==> src/rtl/nn_pkg.sv <==
// nn_pkg: shared fixed-point widths, MAC state encoding and operand type for the node layer
package nn_pkg;
  localparam int DATA_W     = 8;
  localparam int FRAC_BITS  = 4;
  localparam int ACC_W      = 24;
  localparam int MAX_INPUTS = 64;
  localparam int CNT_W      = 7;
  typedef enum logic [2:0] {IDLE, ACCUM, DRAIN, FINISH, HOLD} mac_state_t;
  typedef logic signed [DATA_W-1:0] q_t;
endpackage

==> src/rtl/relu_saturate.sv <==
// relu_saturate: rescale a fixed-point accumulator sum, apply ReLU and clamp to the positive q_t range
module relu_saturate
  import nn_pkg::*;
(
  input  logic signed [ACC_W-1:0] sum,
  output q_t                      q
);
  localparam logic signed [ACC_W-1:0] Q_MAX = ACC_W'((1 << (DATA_W - 1)) - 1);
  logic signed [ACC_W-1:0] s;
  assign s = sum >>> FRAC_BITS;
  assign q = s < 0 ? '0 : (s > Q_MAX ? Q_MAX[DATA_W-1:0] : s[DATA_W-1:0]);
endmodule

==> src/rtl/node_mac_accumulator.sv <==
// node_mac_accumulator: in-order 2-stage MAC over timer-indexed pairs, bias/ReLU finish, valid/ready result
module node_mac_accumulator
  import nn_pkg::*;
(
  input  logic             clk,
  input  logic             n_rst,
  input  logic             start,
  input  logic [CNT_W-1:0] max_input,
  input  logic             coef_ready,
  input  logic [CNT_W-1:0] input_num,
  input  logic             n_start_done,
  input  q_t               input_val,
  input  q_t               coef_val,
  input  q_t               bias,
  input  logic             out_ready,
  output q_t               node_out,
  output logic             node_valid,
  output logic             busy,
  output logic             seq_err
);
  mac_state_t                 state;
  logic signed [ACC_W-1:0]    acc;
  logic signed [2*DATA_W-1:0] prod_reg;
  logic                       prod_vld;
  logic [CNT_W-1:0]           count;
  logic [CNT_W-1:0]           max_r;
  q_t                         bias_r;
  logic [CNT_W-1:0]           max_clamped;
  logic                       restart;
  logic                       pending;
  logic                       accept;
  logic signed [ACC_W-1:0]    sum;
  q_t                         relu_q;
  assign max_clamped = max_input > CNT_W'(MAX_INPUTS) ? CNT_W'(MAX_INPUTS) : max_input;
  assign restart     = start && (state == IDLE || state == ACCUM || state == DRAIN);
  assign pending     = state == ACCUM && coef_ready && count < max_r;
  assign accept      = pending && input_num == count;
  assign sum         = acc + ({{(ACC_W-DATA_W){bias_r[DATA_W-1]}}, bias_r} <<< FRAC_BITS);
  assign busy        = state == ACCUM || state == DRAIN || state == FINISH;
  relu_saturate u_relu (.sum(sum), .q(relu_q));
  // restart sits after the stage-2 add so its clear wins and any in-flight product is dropped
  always_ff @(posedge clk or negedge n_rst) begin
    if (!n_rst) begin
      state      <= IDLE;
      acc        <= '0;
      prod_reg   <= '0;
      prod_vld   <= 1'b0;
      count      <= '0;
      max_r      <= '0;
      bias_r     <= '0;
      node_out   <= '0;
      node_valid <= 1'b0;
      seq_err    <= 1'b0;
    end else begin
      prod_vld <= 1'b0;
      if (prod_vld) acc <= acc + {{(ACC_W-2*DATA_W){prod_reg[2*DATA_W-1]}}, prod_reg};
      if (restart) begin
        state   <= max_clamped == '0 ? DRAIN : ACCUM;
        acc     <= '0;
        count   <= '0;
        seq_err <= 1'b0;
        bias_r  <= bias;
        max_r   <= max_clamped;
      end else begin
        case (state)
          ACCUM: begin
            if (accept) begin
              prod_reg <= input_val * coef_val;
              prod_vld <= 1'b1;
              count    <= count + 1'b1;
            end else if (pending) seq_err <= 1'b1;
            if (n_start_done && count == max_r) state <= DRAIN;
          end
          DRAIN: state <= FINISH;
          FINISH: begin
            node_out   <= relu_q;
            node_valid <= 1'b1;
            state      <= HOLD;
          end
          HOLD: if (out_ready) begin
            node_valid <= 1'b0;
            state      <= IDLE;
          end
          default: state <= IDLE;
        endcase
      end
    end
  end
endmodule
==> config.mk <==
export PLATFORM = sky130hd
export DESIGN_NAME = node_mac_accumulator
export DESIGN_NICKNAME = d
export VERILOG_FILES = /design/src/rtl/nn_pkg.sv /design/src/rtl/relu_saturate.sv /design/src/rtl/node_mac_accumulator.sv
export SDC_FILE = /design/constraint.sdc
export NUM_CORES = 1
export LEC_CHECK = 0
export ABC_CLOCK_PERIOD_IN_PS = 7000
export CORE_MARGIN = 5
export CORE_UTILIZATION = 50
export CTS_BUF_LIST = sky130_fd_sc_hd__clkbuf_4
export CTS_CLUSTER_DIAMETER = 50
export DETAILED_ROUTE_END_ITERATION = 12
export GPL_TIMING_DRIVEN = 0
export PLACE_DENSITY = 0.72
export SYNTH_ARGS = -nofsm -noshare
export SYNTH_HDL_FRONTEND = slang
export SYNTH_HIERARCHICAL = 1
export SYNTH_SLANG_ARGS = --single-unit
==> constraint.sdc <==
create_clock -name clk -period 7 [get_ports clk]
set_input_delay 1.05 -clock clk [delete_from_list [all_inputs] [get_ports clk]]
set_output_delay 1.05 -clock clk [all_outputs]
set_load 0.02 [all_outputs]
==> results by group <==
Worst setup path
  • Worst Path Arrival: ~5800 ps
  • Worst Reg-to-Reg Cells: 12
  • CP Class: input port to register
  • Worst reg2reg endpoint: node_out[1]
  • CP Launch Type: input port
  • CP required: 7370 ps
  • FF-to-FF setup slack: ~3200 ps
  • Worst setup EP type: register
  • R2r startpoint: bias_r[7]
  • Crit path max fanout: 8
  • CP Capture Point: prod_reg[14]
  • Crit path from: coef_val[4]

GRT
  • First-pass GRT wire length: around 29 mm
  • GRT Total Usage: roughly a fifth
  • Vias in the first global route: 6396
  • Remaining Overflow, GRT: 0
  • Initial antenna violation count: 1
  • Maximum number of pins on one net before global-route repair: just over 50

Timing
  • Final Max Tran Viols: 0
  • Hold Vio Cnt, Final: 0
  • Relative slew slack: approximately 50%
  • Max Freq: around 190 MHz
  • Fin Clk Skew: around 20 ps
  • Setup ws final: around 1600 ps
  • Slew of the pin with the lowest slew margin: approximately 750 ps
  • Setup tns final: 0 ps
  • Unrepaired setup endpoints after global routing: no
  • Finish-stage setup viols: 0
  • Tcrit/Tclk final: 76.91%
  • Crit path time final: around 5400 ps

Routing
  • Antenna Nets Post-Route: 0
  • Initial DRC count: between 200 and 300
  • Drt via density: about 5.3
  • DR DRC count: 0
  • Routed len/inst: 14.26 um
  • Drt pass-1 iters: 5
  • DR vias: around 6300
  • Final WL: about 17 mm

Placement
  • Post-place instance area: 8777 um2
  • Hpwl dp: 13.52 mm
  • IO Port Bufs: 54
  • Routability cong.: approximately 0.9
  • Placement Setup Slack: between 1000 and 1500 ps

Floorplan
  • Die Area: ~19000 um2
  • Io pins: between 50 and 60
  • Die Span X: 136.0 um
  • Die Ht: roughly 140 um
  • Core box area: about 16000 um2
  • Initial Utilization: between 50% and 60%
  • Row cnt: 46

Clock tree
  • CTS clk-pin slew, worst paths: around 130 ps
  • Num CTS Buffers: 9
  • Post-CTS Resized: 0
  • CTS H-Tree Depth: 3
  • CTS tree: yes
  • Longest Clk Path Bufs: 2
  • Post-CTS Hold Buffers: 0
  • # clock sinks: 76
  • Clock tree root buffer cell: clkbuf_4
  • Postcts setup bufs: 0
  • Worst skew pair latency: about 450 ps

Synth
  • Top cells by count, synth: inv_1, nand2_1, ha_1, dfrtp_1, fa_1
  • Yosys top cell by area: dfrtp_1
  • YS warnings: 6
  • Async SR Flop Fraction: 100.0%
  • Number of synthesized flops with an enable pin: 0
  • Synthesized cell area: 7941 um2
  • Register area share after synthesis: 23.95%
  • Syn Inst Count: about 890
  • Top cells by area, synth: dfrtp_1, fa_1, ha_1
  • Post-Syn Area per Cell: 8.963 um2
  • Post-synthesis register bit count: 76
  • Prevailing post-synth register cell: dfrtp_1
  • Most common cell in the synthesized netlist: inv_1
  • Yosys top cell area share: a little under a quarter
  • Synth cell types: 64
  • Net Count, Synth: about 1100

Power and ir drop
  • Leakage: ~0.0043 uW
  • Overall power of the completed layout: between 2000 and 2500 uW
  • Peak supply drop: between 100 and 150 uV
  • PD cells: approximately 250 nW/um2

Finish
  • Sequential cell area: roughly 1900 um2
  • Fill cells: 1467
  • Area grow syn2layout: 12.67%
  • Multi-input logic area: about 5600 um2
  • Design Area, Final: just under 9000 um2
  • Share of cells above drive strength 1: under 10%
  • Max reg flops: 24
  • Fin nets: around 1100

Hold path
  • Hold WC Path Type: input port to asynchronous set/reset pin

Run status
  • Status: finished, final reports clean

Flow run
  • Max cap viols: 0
cell usage in the layout, fill, tap and decap left out, types with 6 or more instances in the layout:
| cell type | netlist | routed |
|---|---|---|
| clkbuf_4 | 0 | 9 |
| a21oi_1 | 43 | 43 |
| nand3b_1 | 13 | 13 |
| inv_1 | 108 | 108 |
| clkdlybuf4s50_1 | 0 | 53 |
| nand4_1 | 8 | 8 |
| xnor2_1 | 33 | 33 |
| mux2_2 | 13 | 13 |
| and3_1 | 7 | 7 |
| mux2i_1 | 11 | 11 |
| nor3_1 | 17 | 17 |
| a21o_1 | 19 | 19 |
| o21ai_0 | 51 | 51 |
| and2_1 | 40 | 40 |
| a41oi_1 | 7 | 7 |
| o21bai_1 | 6 | 6 |
| ha_1 | 79 | 79 |
| nand3_1 | 8 | 8 |
| nand2_1 | 88 | 88 |
| clkbuf_1 | 14 | 14 |
| a31oi_1 | 7 | 7 |
| o21a_1 | 11 | 11 |
| dfrtp_1 | 76 | 76 |
| nand2b_1 | 11 | 11 |
| xor2_1 | 29 | 29 |
| nor2_1 | 48 | 48 |
| nor2b_1 | 14 | 14 |
| fa_1 | 57 | 57 |
worst min-delay path by stage:
stage,startpoint,endpoint,slack [ps],cells past startpoint
floorplan,max_r[0],max_r[0],440,2
global placement,bias_r[2],bias_r[2],460,2
detailed placement,bias_r[2],bias_r[2],470,2
CTS,n_rst,count[1],490,1
global route,n_rst,count[1],500,1
finish,n_rst,count[1],500,1
per-stage QoR:
step | hold slack [ps] | instances | utilization [%]
2_1_floorplan | 442.8 | 886 | -
3_3_place_gp | 463.2 | 1156 | 55.70
3_5_place_dp | 469.7 | 1157 | 55.86
4_1_cts | 490.9 | 1173 | 56.93
5_1_grt | 500.1 | 1174 | 56.94
6_report | 495.0 | 1174 | 56.94
worst max-delay path, cell delays in order:
cell and delay (ps):
clkdlybuf4s50_1 570, and2_1 260, fa_1 530, inv_1 50, fa_1 480, inv_1 50
fa_1 520, inv_1 50, fa_1 520, inv_1 40, ha_1 330, o21ai_0 120
a21boi_0 180, o31ai_1 420, a21oi_1 160, o21a_1 200, o31ai_2 190
routing by layer:
metal	up-vias	track usage (%)	routed length [um]
met5	-	0	0
li1	3148	-	-
met1	2989	24.93	7811
met4	0	4.591	203
met2	97	33.93	8146
met3	19	2.221	583
cells by family (layout without fill, tap and decap cells):
family,count (synthesis),after routing,synth area share (%)
muxes,24,24,3.230
buffers and inverters,126,197,6.113
xor gates and xnor gates,62,62,6.838
AOI/OAI and AO/OA,183,183,14.86
adders and majority gates,136,136,26.82
other,1,2,0.04722
DFF,76,76,23.95
and+or+nand+nor,278,278,18.15
layout make-up:
class	count	share of cell area, %
Multi-Input combinational cell	684	62.08
Tap cell	216	3.021
Buffer	18	0.8950
Antenna cell	1	0.02797
Clock inverter	7	1.119
Timing Repair Buffer	55	6.321
Sequential cell	76	21.26
Clock buffer	9	0.7551
Inverter	108	4.531
power breakdown:
group / total, uW / switching (uW) / internal (uW)
sequential: 585 / 63.0 / 522
clock: 318 / 171 / 147
combinational: 1360 / 758 / 600
total: 2260 / 992 / 1270
(Power assumes the default switching activity.)
